`src/rtl/led_blink_multi.sv`:
```
// ----------------------------------------------------------------------------
// led_blink_multi
//
// Multi-LED pattern blinker driven by one shared prescaler.
// The prescaler runs at one of four half-periods, chosen from the board
// switches. Each time it wraps, the selected LED pattern advances.
// The available patterns are off, blink, chase and alternate.
// o_Tick exports the wrap strobe so other slow logic can use it.
//
// Parameters
//   g_NUM_LEDS   number of LED outputs (>= 2)
//   g_CNT_WIDTH  prescaler counter width
//   g_COUNT_0..3 prescaler period in clocks for rate select 0..3
//
// Ports
//   i_Clk       system clock
//   i_Rst       synchronous reset, active-high
//   i_Enable    1 = run, 0 = freeze all state and blank the LEDs
//   i_Rate_Sel  rate select, sampled on reset and on every prescaler wrap
//   i_Mode      00 off, 01 blink, 10 chase, 11 alternate
//   o_LED       registered LED drive, bit 0 = LED 1
//   o_Tick      registered one-cycle pulse at each prescaler wrap
// ----------------------------------------------------------------------------
`timescale 1ns/1ps

module led_blink_multi #(
    parameter int g_NUM_LEDS  = 4,
    parameter int g_CNT_WIDTH = 24,
    parameter int g_COUNT_0   = 1250000,
    parameter int g_COUNT_1   = 2500000,
    parameter int g_COUNT_2   = 6250000,
    parameter int g_COUNT_3   = 12500000
) (
    input  logic                  i_Clk,
    input  logic                  i_Rst,
    input  logic                  i_Enable,
    input  logic [1:0]            i_Rate_Sel,
    input  logic [1:0]            i_Mode,
    output logic [g_NUM_LEDS-1:0] o_LED,
    output logic                  o_Tick
);

    localparam longint CNT_RANGE = longint'(1) << g_CNT_WIDTH;

    // Bad parameter sets are rejected at elaboration rather than producing
    // a prescaler that can never wrap or wraps every cycle.
    generate
        if (g_NUM_LEDS < 2) begin : g_bad_leds
            $error("led_blink_multi: g_NUM_LEDS must be >= 2");
        end
        if (g_COUNT_0 < 2 || longint'(g_COUNT_0) >= CNT_RANGE) begin : g_bad_count_0
            $error("led_blink_multi: g_COUNT_0 out of range");
        end
        if (g_COUNT_1 < 2 || longint'(g_COUNT_1) >= CNT_RANGE) begin : g_bad_count_1
            $error("led_blink_multi: g_COUNT_1 out of range");
        end
        if (g_COUNT_2 < 2 || longint'(g_COUNT_2) >= CNT_RANGE) begin : g_bad_count_2
            $error("led_blink_multi: g_COUNT_2 out of range");
        end
        if (g_COUNT_3 < 2 || longint'(g_COUNT_3) >= CNT_RANGE) begin : g_bad_count_3
            $error("led_blink_multi: g_COUNT_3 out of range");
        end
    endgenerate

    localparam logic [g_CNT_WIDTH-1:0] LIMIT_0 = g_CNT_WIDTH'(g_COUNT_0 - 1);
    localparam logic [g_CNT_WIDTH-1:0] LIMIT_1 = g_CNT_WIDTH'(g_COUNT_1 - 1);
    localparam logic [g_CNT_WIDTH-1:0] LIMIT_2 = g_CNT_WIDTH'(g_COUNT_2 - 1);
    localparam logic [g_CNT_WIDTH-1:0] LIMIT_3 = g_CNT_WIDTH'(g_COUNT_3 - 1);

    // Alternate pattern starts as ...0101 (even-numbered bits lit).
    localparam logic [2*g_NUM_LEDS-1:0] ALT_WIDE = {g_NUM_LEDS{2'b01}};
    localparam logic [g_NUM_LEDS-1:0]   ALT_INIT = ALT_WIDE[g_NUM_LEDS-1:0];
    localparam logic [g_NUM_LEDS-1:0]   CHASE_INIT = g_NUM_LEDS'(1);

    logic [g_CNT_WIDTH-1:0] cnt;
    logic [1:0]             rate;
    logic [1:0]             prev_mode;
    logic                   phase;
    logic [g_NUM_LEDS-1:0]  chase;
    logic [g_NUM_LEDS-1:0]  alt;

    logic [g_CNT_WIDTH-1:0] limit;
    logic                   wrap;
    logic                   mode_changed;
    logic                   phase_nxt;
    logic [g_NUM_LEDS-1:0]  chase_nxt;
    logic [g_NUM_LEDS-1:0]  alt_nxt;
    logic [g_NUM_LEDS-1:0]  led_nxt;

    // The terminal count follows the latched rate, not the live switch.
    // A switch change therefore never cuts the running period short.
    always_comb begin
        limit = LIMIT_0;
        unique case (rate)
            2'd0:    limit = LIMIT_0;
            2'd1:    limit = LIMIT_1;
            2'd2:    limit = LIMIT_2;
            default: limit = LIMIT_3;
        endcase
    end

    assign wrap         = i_Enable && (cnt == limit);
    assign mode_changed = (i_Mode != prev_mode);

    // Pattern next-state. A mode change reinitialises the patterns and
    // overrides a coincident wrap, so no advance happens on that edge.
    // The LED mux looks at the next-state values.
    // As a result, o_LED updates on the same edge that o_Tick rises.
    always_comb begin
        phase_nxt = phase;
        chase_nxt = chase;
        alt_nxt   = alt;
        if (mode_changed) begin
            phase_nxt = 1'b0;
            chase_nxt = CHASE_INIT;
            alt_nxt   = ALT_INIT;
        end else if (wrap) begin
            phase_nxt = ~phase;
            chase_nxt = {chase[g_NUM_LEDS-2:0], chase[g_NUM_LEDS-1]};
            alt_nxt   = ~alt;
        end

        led_nxt = '0;
        unique case (i_Mode)
            2'b00:   led_nxt = '0;
            2'b01:   led_nxt = {g_NUM_LEDS{phase_nxt}};
            2'b10:   led_nxt = chase_nxt;
            default: led_nxt = alt_nxt;
        endcase
    end

    // Reset wins over everything. When disabled, the counter and latched rate
    // hold, and the outputs are blanked. Mode tracking keeps running so that
    // a switch flip while frozen still reinitialises the pattern.
    always_ff @(posedge i_Clk) begin
        if (i_Rst) begin
            cnt       <= '0;
            rate      <= i_Rate_Sel;
            prev_mode <= i_Mode;
            phase     <= 1'b0;
            chase     <= CHASE_INIT;
            alt       <= ALT_INIT;
            o_Tick    <= 1'b0;
            o_LED     <= '0;
        end else begin
            prev_mode <= i_Mode;
            phase     <= phase_nxt;
            chase     <= chase_nxt;
            alt       <= alt_nxt;
            o_Tick    <= wrap;
            o_LED     <= i_Enable ? led_nxt : '0;
            if (i_Enable) begin
                if (wrap) begin
                    cnt  <= '0;
                    rate <= i_Rate_Sel;
                end else begin
                    cnt  <= cnt + 1'b1;
                end
            end
        end
    end

endmodule
```
`config.mk`:
```
export PLATFORM = sky130hd
export DESIGN_NAME = led_blink_multi
export DESIGN_NICKNAME = d
export VERILOG_FILES = /design/src/rtl/led_blink_multi.sv
export SDC_FILE = /design/constraint.sdc
export NUM_CORES = 1
export LEC_CHECK = 0
export BUFFER_PORTS_ARGS = -buffer_cell sky130_fd_sc_hd__buf_2
export CORE_MARGIN = 2
export CORE_UTILIZATION = 54
export CTS_CLUSTER_DIAMETER = 200
export CTS_CLUSTER_SIZE = 30
export DETAILED_ROUTE_END_ITERATION = 6
export PLACE_DENSITY_LB_ADDON = 0.12
export SYNTH_ARGS = -nofsm -noshare
export SYNTH_HDL_FRONTEND = slang
export SYNTH_SLANG_ARGS = --single-unit
```
`constraint.sdc`:
```
create_clock -name i_Clk -period 2.3 [get_ports i_Clk]
set_input_delay 0.46 -clock i_Clk [delete_from_list [all_inputs] [get_ports i_Clk]]
set_output_delay 0.46 -clock i_Clk [all_outputs]
set_load 0.01 [all_outputs]
```
# Word-level counts from Yosys, hierarchy flattened
# Cells that the tools add are included.
# op_classes
addsub	1
reduce_logical	7
muxes	12
n_eq_ne	6
n_bitwise	3
# ops
cell	n
24-bit one-hot mux with 3 select lines	1
24-bit by 1-bit adder with 24-bit output (second input constant)	1
24-bit == test	1
24-bit 2-to-1 mux	1
4-bit 2-to-1 mux	4
4-bit one-hot mux with 3 select lines	1
2-bit 2-to-1 mux	3
2-bit by 1-bit == test with 1-bit output (second input constant)	2
2-bit == test (second input constant)	2
2-bit logical NOT	2
4-bit NOT	1
2-bit nonzero test	2
1-bit 2-to-1 mux	2
2-bit inequality test	1
1-bit NOT	2
2-bit AND reduction	1
2-bit OR reduction	1
1-bit logical AND	1
# totals
input_bits	7
word_cells	37
reg_bits	42

# Depth between registers and ports, before layout
# Gate-level depths: netlist of the first run.
# logic_depth
word_depth	7
mapped_depth	10

# Worst setup path after synthesis of the first run
# No wires, ideal clock.
# synth_path
path_kind	register to register
startpoint	register rate[0]
endpoint	register rate[0] (enable)
t_arrival_ps	2037
path_stages_with_launch	10
n_path_buf	4
synth_period_minus_slack_ps	2328
required_time_ps	2009
path_slack_ps	-28
path_cell_list	edfxtp_1 -> buf_6 -> nand3b_1 -> a221oi_1 -> o2111ai_2 -> or3_1 -> buf_6 -> nand2b_4 -> buf_6 -> buf_12
# synth_via
elab_chain_len	6
word_cells_on_any_way	8
# synth_rtl
item	line	source
start: declaration	76	logic [1:0] rate;
start signal: assignment	138	rate <= i_Rate_Sel;
start signal: assignment	155	rate <= i_Rate_Sel;
2-bit == test, or another cell as far along	94	unique case (rate)
24-bit one-hot mux with 3 select lines (*)	94	
24-bit == test (*)	102	assign wrap = i_Enable && (cnt == limit);
1-bit logical AND (*)	102	
2-bit nonzero test (no source line) (*)	n/a	
2-bit AND reduction (no source line) (*)	n/a	
# Every way passes the cells marked *; elsewhere a longest branch is shown, timed or not.
# A chain may end at the register's enable or synchronous reset.

# Final worst setup path of the first run
# layout_path
startpoint	register rate[0]
endpoint	register o_LED[0]
# layout_via
elab_chain_len	7
word_cells_on_any_way	13
# layout_rtl
item	line	source
2-bit == test, or another cell as far along	94	
24-bit one-hot mux with 3 select lines (*)	94	
24-bit == test (*)	102	
1-bit logical AND (*)	102	
4-bit 2-to-1 mux / 1-bit 2-to-1 mux (equally long branches)	117	end else if (wrap) begin
4-bit 2-to-1 mux / 1-bit 2-to-1 mux (equally long branches)	113	if (mode_changed) begin
4-bit one-hot mux with 3 select lines (*)	124	unique case (i_Mode)
end signal: assignment	151	o_LED <= i_Enable ? led_nxt : '0;
end: declaration	39	output logic [g_NUM_LEDS-1:0] o_LED,
# Marks and branches as above.

==> metrics.md, run 1 <==
| Metric | Value |
|---|---|
| Peak Freq | 450 MHz |
| Placed Cells | 313 |
| Post-DRT Antenna Nets | 0 |
| Die Ht | 68.1 microns |
| TNS Setup | 0 ns |
| Initial Util | 55.8% |
| Finished Cell Area | 2560 sq um |
| Flops & latches, synth | 42 |
| Clock-pin transition on the worst setup and hold timing paths | 0.08 ns |
| I/O Buffers | 11 |
| CTS Root Cell | clkbuf_8 |
| Status | finished, final reports clean |
| Largest delay share family, worst path | compound AO/OA/AOI/OAI gates |
| IO Count | 12 |
| Leading cell type in the layout, fill and taps excluded | nor2_1 |
| Clock Skews | 0.00942 ns |
| RSZ-0062 raised after global routing | true |
| Register area share after synthesis | 38.8% |
| Slew Limit Fails | 0 |
| DR WL/cell | 14.4 microns |
| Placeable core area | 3970 sq um |
| Global placement routability congestion | 0.921 |
| Worst Path Max Fanout | 7 |
| Min cycle time layout | 2.22 ns |
| Synth Area in Simple Gates | 26.4% |
| EDFF count, synth | 2 |
| CP cell instances | buf_6 -> buf_4 -> nor3_1 -> a41o_1 -> o211ai_1 -> o31a_1 -> o311ai_0 -> a31oi_1 |
| Standard-cell row count | 23 |
| Commonest non-fill, non-tap cells in the layout | nor2_1 (42), dfxtp_1 (40), xnor2_1 (22) |
| Synth Area in XOR/XNOR | 11.1% |
| CP arrival | 2.39 ns |
| Worst Path Required | 2.47 ns |
| Synth cell types | 60 |
| Slew of the pin with the lowest slew margin | 0.585 ns |
| Hold Crit Class | primary input to flop |
| Finished Layout Cells | 329 |
| DIE WIDTH | 68.1 microns |
| Longest Clk Path Bufs | 2 |
| Number of synthesis warnings | 0 |
| Max_slew headroom | 60.8% |
| Vias in the first global route | 1,671 |
| Post-Synthesis Cells | 248 |
| CTS Buf Count | 5 |
| Total power | 1.34 mW |
| Peak VDD IR | 0.334 mV |
| Post-synth top flop | dfxtp_1 |
| CTS tree | yes |
| Iter 0 DRT Violations | 112 |
| Synth Area in Compound Gates | 15.2% |
| CP startpoint kind | flop |
| CP Buf/Inv Count | 2 |
| Util after Layout | 64.5% |
| Endpoints failing setup | 0 |
| Post-Syn Nets | 256 |
| MaxCap Viol Count | 0 |
| Number of diodes | 0 |
| Pwr per Cell Area | 525 nW/um^2 |
| Area of placed instances | 2360 sq um |
| Grt total ovfl | 0 |
| Largest family of logic cells by synthesized area | simple AND/OR/NAND/NOR gates |
| Post-synthesis mux area share | 1.81% |
| Layout cells sized above 1 | 22.2% |
| Post-DP HPWL | 3500 microns |
| Antenna violations before repair | 0 |
| Post-DR vias/cell | 5.63 |
| Max stage delay cell, worst path | edfxtp_1 |
| First-pass GRT wire length | 7620 microns |
| Syn avg cell area | 8.94 sq um |
| Fin crit share | 96.6% |
| Mapped Area | 2220 sq um |
| Worst path max stage delay | 0.43 ns |
| Final Hold Viols | 0 |
| CP Class | flop to flop |
| Reg2Reg Setup Slack | 0.08 ns |
| Via count | 1,853 |
| Adder-Cell Fraction of Synth Area | 0.564% |
| Full die area | 4630 sq um |
| Clock latency on the worst-skew pair | 0.29 ns |
| Overall Global Routing Usage | 22.0% |
| Setup crit end kind | flop |
| Total clock sinks | 42 |
| Post-synth ARST share | 0% |
| DRC violations left | 0 |
| Final net count | 286 |
| Pin count of the biggest net entering global routing | 13 |
| Area grow syn2layout | 15.5% |
| P_leak | 0.910 nW |
| TritonRoute pass-1 iters | 4 |
| Htree depth | 2 |
| Post-CTS Hold Fix Bufs | 0 |
| Final WL | 4720 microns |
-- metal layers --
metal,track usage [%],share of wire [%]
met1,25.9,46
met2,39.0,49
met3,5.26,3.3
met4,7.25,1.6
met5,0,0
-- cells in the mapped netlist, drive strengths merged, types with 2 or more instances --
master / instances / area share [%]
nand2: 20 / 3.4
or2: 3 / 0.85
xnor2: 22 / 8.7
mux2i: 4 / 1.8
nor2b: 3 / 0.85
nor2: 42 / 7.1
o21a: 3 / 1.0
buf: 8 / 4.1
o21ai: 6 / 1.4
nor3: 5 / 1.9
o311ai: 2 / 0.79
dfxtp: 40 / 36
inv: 9 / 1.5
edfxtp: 2 / 2.7
o211ai: 2 / 1.3
nand2b: 7 / 2.3
a221oi: 2 / 0.79
nor4: 5 / 1.4
a21oi: 3 / 0.68
nand4b: 2 / 0.79
nand3: 9 / 2.0
o31ai: 3 / 1.2
clkbuf: 3 / 0.51
a211oi: 3 / 1.0
nand4: 3 / 0.85
nor4b: 2 / 0.79
xor2: 6 / 2.4
or3: 3 / 0.85
o31a: 5 / 2.2
or4: 2 / 0.85
and3: 3 / 0.85
-- final timing paths --
| kind | end | start | cells after the start |
|---|---|---|---|
| worst max-delay path | o_LED[0] | rate[0] | 8 |
| worst min-delay path | rate[1] | i_Rate_Sel[1] | 1 |
| worst max register to register | o_LED[0] | rate[0] | 8 |
| worst min register to register | cnt[1] | cnt[1] | 2 |
-- logic make-up (layout without fill, tap and decap cells) --
logic type,after synthesis,in the layout
flops,42,42
xor+xnor,28,28
compound gates,40,40
mux,4,4
simple gates,113,113
buf+inv,20,51
fa+ha+maj,1,1
-- report_power, final --
part	switching (mW)	internal (mW)	leakage, nW	total, mW
Clock	0.241	0.242	0.0482	0.483
Combinational	0.0615	0.0497	0.519	0.111
Sequential	0.00700	0.742	0.343	0.749
-- cell type report --
class / instances / area, sq um
Tap cell: 50 / 62.6
Timing Repair Buffer: 34 / 245
Clock inverter: 1 / 5.00
Clock buffer: 7 / 86.3
Inverter: 9 / 33.8
Multi-Input combinational cell: 186 / 1270
Sequential cell: 42 / 861
Fill cell: 341 / 1410
-- stage by stage --
step                      worst slack [ns]  hold slack [ns]
after global placement              0.0286            0.477
after detailed placement            0.0304            0.501
after floorplan                     0.0251            0.456
after CTS                           0.0153            0.335
final                               0.0782            0.343
after global routing               -0.0538            0.333
-- state kept, by name (all words and copies together), names as in the netlist --
signal / count
alt: 4
chase: 4
cnt: 24
o_LED: 4
o_Tick: 1
phase: 1
prev_mode: 2
rate: 2
-- what timing repair did --
action,in CTS,in global routing
gates resized for setup,0,9
setup buffers,0,7
setup endpoints to repair,0,32
endpoints found under the hold margin,0,0
No activity file was read; power rests on OpenSTA's default activity.
==> run 2, diff against run 1 <==
--- a/config.mk
+++ b/config.mk
@@ -7,11 +7,12 @@
 export LEC_CHECK = 0
 export BUFFER_PORTS_ARGS = -buffer_cell sky130_fd_sc_hd__buf_2
 export CORE_MARGIN = 2
-export CORE_UTILIZATION = 54
+export CORE_UTILIZATION = 60
 export CTS_CLUSTER_DIAMETER = 200
 export CTS_CLUSTER_SIZE = 30
 export DETAILED_ROUTE_END_ITERATION = 6
 export PLACE_DENSITY_LB_ADDON = 0.12
+export RECOVER_POWER = 100
 export SYNTH_ARGS = -nofsm -noshare
 export SYNTH_HDL_FRONTEND = slang
 export SYNTH_SLANG_ARGS = --single-unit
==> constraint.sdc (replaced) <==
create_clock -name i_Clk -period 2.8 [get_ports i_Clk]
set_input_delay 0.56 -clock i_Clk [delete_from_list [all_inputs] [get_ports i_Clk]]
set_output_delay 0.56 -clock i_Clk [all_outputs]
set_load 0.01 [all_outputs]
==> run 2 against run 1 <==
Worst hold slack improved by 0.11 ns. Die area down 9.4%. Sequential cell count did not move. Clock skew down 0.0032 ns.
==> metrics.md, run 2 (synthesis gave the netlist of run 1 again) <==
| Metric | Value |
|---|---|
| MaxCap Viol Count | 0 |
| Final Hold Viols | 0 |
| Setup ws final | 0.270 ns |
| Peak Freq | 395 MHz |
| CP Class | flop to flop |
| First-pass GRT wire length | 7040 microns |
| Overall Global Routing Usage | 21.6% |
| Pwr per Cell Area | 493 nW/um^2 |
| Hold Crit Depth | 1 |
| Clock-pin transition on the worst setup and hold timing paths | 0.08 ns |
| Antenna violations before repair | 0 |
| Util after Layout | 64.4% |
| Largest register FFs | 24 |
| Hold Crit Class | primary input to flop |
| Largest reg by FF count | cnt |
| Grt total ovfl | 0 |
| Fin crit share | 90.3% |
| I/O Buffers | 11 |
| Total power | 1.14 mW |
| Initial Util | 61.5% |
| CP startpoint kind | flop |
| Placeable core area | 3610 sq um |
| Slew Limit Fails | 0 |
| Pin count of the biggest net entering global routing | 26 |
| FF-to-FF Start | rate[1] |
| CTS tree | yes |
| DIE WIDTH | 64.8 microns |
| Standard-cell row count | 22 |
| Post-CTS Hold Fix Bufs | 0 |
| WHS Endpoint | rate[0] |
| Area of the multi-input gates | 1210 sq um |
| Post-DRT Antenna Nets | 0 |
| Min cycle time layout | 2.53 ns |
| Area grow syn2layout | 4.68% |
| Cells on worst reg2reg path | 6 |
| Leading cell type in the layout, fill and taps excluded | nor2_1 |
| Fillers | 303 |
| Via count | 1,705 |
| Final net count | 264 |
| Area of placed instances | 2240 sq um |
| Total clock sinks | 42 |
| Clock Skews | 0.00619 ns |
| Iter 0 DRT Violations | 90 |
| DR WL/cell | 13.9 microns |
| TritonRoute pass-1 iters | 4 |
| P_leak | 0.749 nW |
| Peak VDD IR | 0.284 mV |
| RSZ-0062 raised after global routing | false |
| Hold Crit Start | i_Rate_Sel[0] |
| Worst Path Max Fanout | 15 |
| Status | finished, final reports clean |
| Global placement routability congestion | 0.890 |
| Worst reg2reg endpoint | o_LED[0] |
| CTS Buf Count | 5 |
| Layout cells sized above 1 | 8.95% |
| Die Ht | 64.8 microns |
| Post-DR vias/cell | 5.59 |
| Htree depth | 2 |
| Number of diodes | 0 |
| Worst Path Required | 2.96 ns |
| Setup crit end kind | flop |
| Vias in the first global route | 1,579 |
| Post-DP HPWL | 3100 microns |
| TNS Setup | 0 ns |
| IO Count | 12 |
| CP arrival | 2.69 ns |
| Register area | 861 sq um |
| Finished Cell Area | 2320 sq um |
| Max_slew headroom | 54.2% |
| Full die area | 4200 sq um |
| Setup slack at placement | 0.273 ns |
| Longest Clk Path Bufs | 2 |
| Clock latency on the worst-skew pair | 0.29 ns |
| Endpoints failing setup | 0 |
| Post-CTS Setup Bufs | 0 |
| CTS Root Cell | clkbuf_8 |
| Commonest non-fill, non-tap cells in the layout | nor2_1 (42), dfxtp_1 (40), xnor2_1 (22) |
| DRC violations left | 0 |
| Final WL | 4230 microns |
| Reg2Reg Setup Slack | 0.27 ns |
| Slew of the pin with the lowest slew margin | 0.680 ns |
| Post-CTS sizing | 0 |
==> run 2: worst max path at each step <==
stage	start	end	slack (ns)	cells after the start
2_1_floorplan	rate[0]	rate[0]	0.47	9
3_3_place_gp	rate[0]	rate[0]	0.34	5
3_5_place_dp	rate[1]	rate[0]	0.27	5
4_1_cts	rate[1]	rate[0]	0.25	5
5_1_grt	rate[0]	o_LED[0]	0.07	6
6_report	rate[1]	o_LED[0]	0.27	6
==> run 2: area by class of cell <==
cell class	count	share of cell area (%)
clock inverters	1	1.29
flip-flops and latches	42	37.1
inverters	9	1.46
multi-input cells	186	52.1
clock buffers	7	3.29
repair buffers	12	2.16
well taps	48	2.59
==> run 2: power breakdown <==
| group | leakage (nW) | total [mW] | internal, mW | switching, mW |
|---|---|---|---|---|
| clock | 0.0524 | 0.465 | 0.267 | 0.198 |
| combinational | 0.353 | 0.0589 | 0.0222 | 0.0367 |
| sequential | 0.343 | 0.621 | 0.610 | 0.0111 |
| total | 0.749 | 1.14 | 0.899 | 0.246 |
==> run 2: worst max-delay path: stages, from the launching register on <==
cell and delay [ns]:
edfxtp_1 0.58, or2_2 0.35, a21oi_1 0.32, o21ai_0 0.31, o31a_1 0.38, o311ai_0 0.33
a31oi_1 0.13
==> run 2: metrics by stage <==
stage / hold WS [ns] / cells
after detailed placement: 0.482 / 297
after floorplan: 0.456 / 248
after CTS: 0.448 / 305
final: 0.450 / 305
after global placement: 0.478 / 297
after global routing: 0.439 / 305
==> run 2: per-layer routing <==
metal	global-route usage [%]	part of all wire, %	vias to the layer above
met5	0	0	-
met4	8.51	1.5	0
met3	4.86	3.0	7
met2	35.8	47	26
met1	27.2	48	781
li1	-	-	891
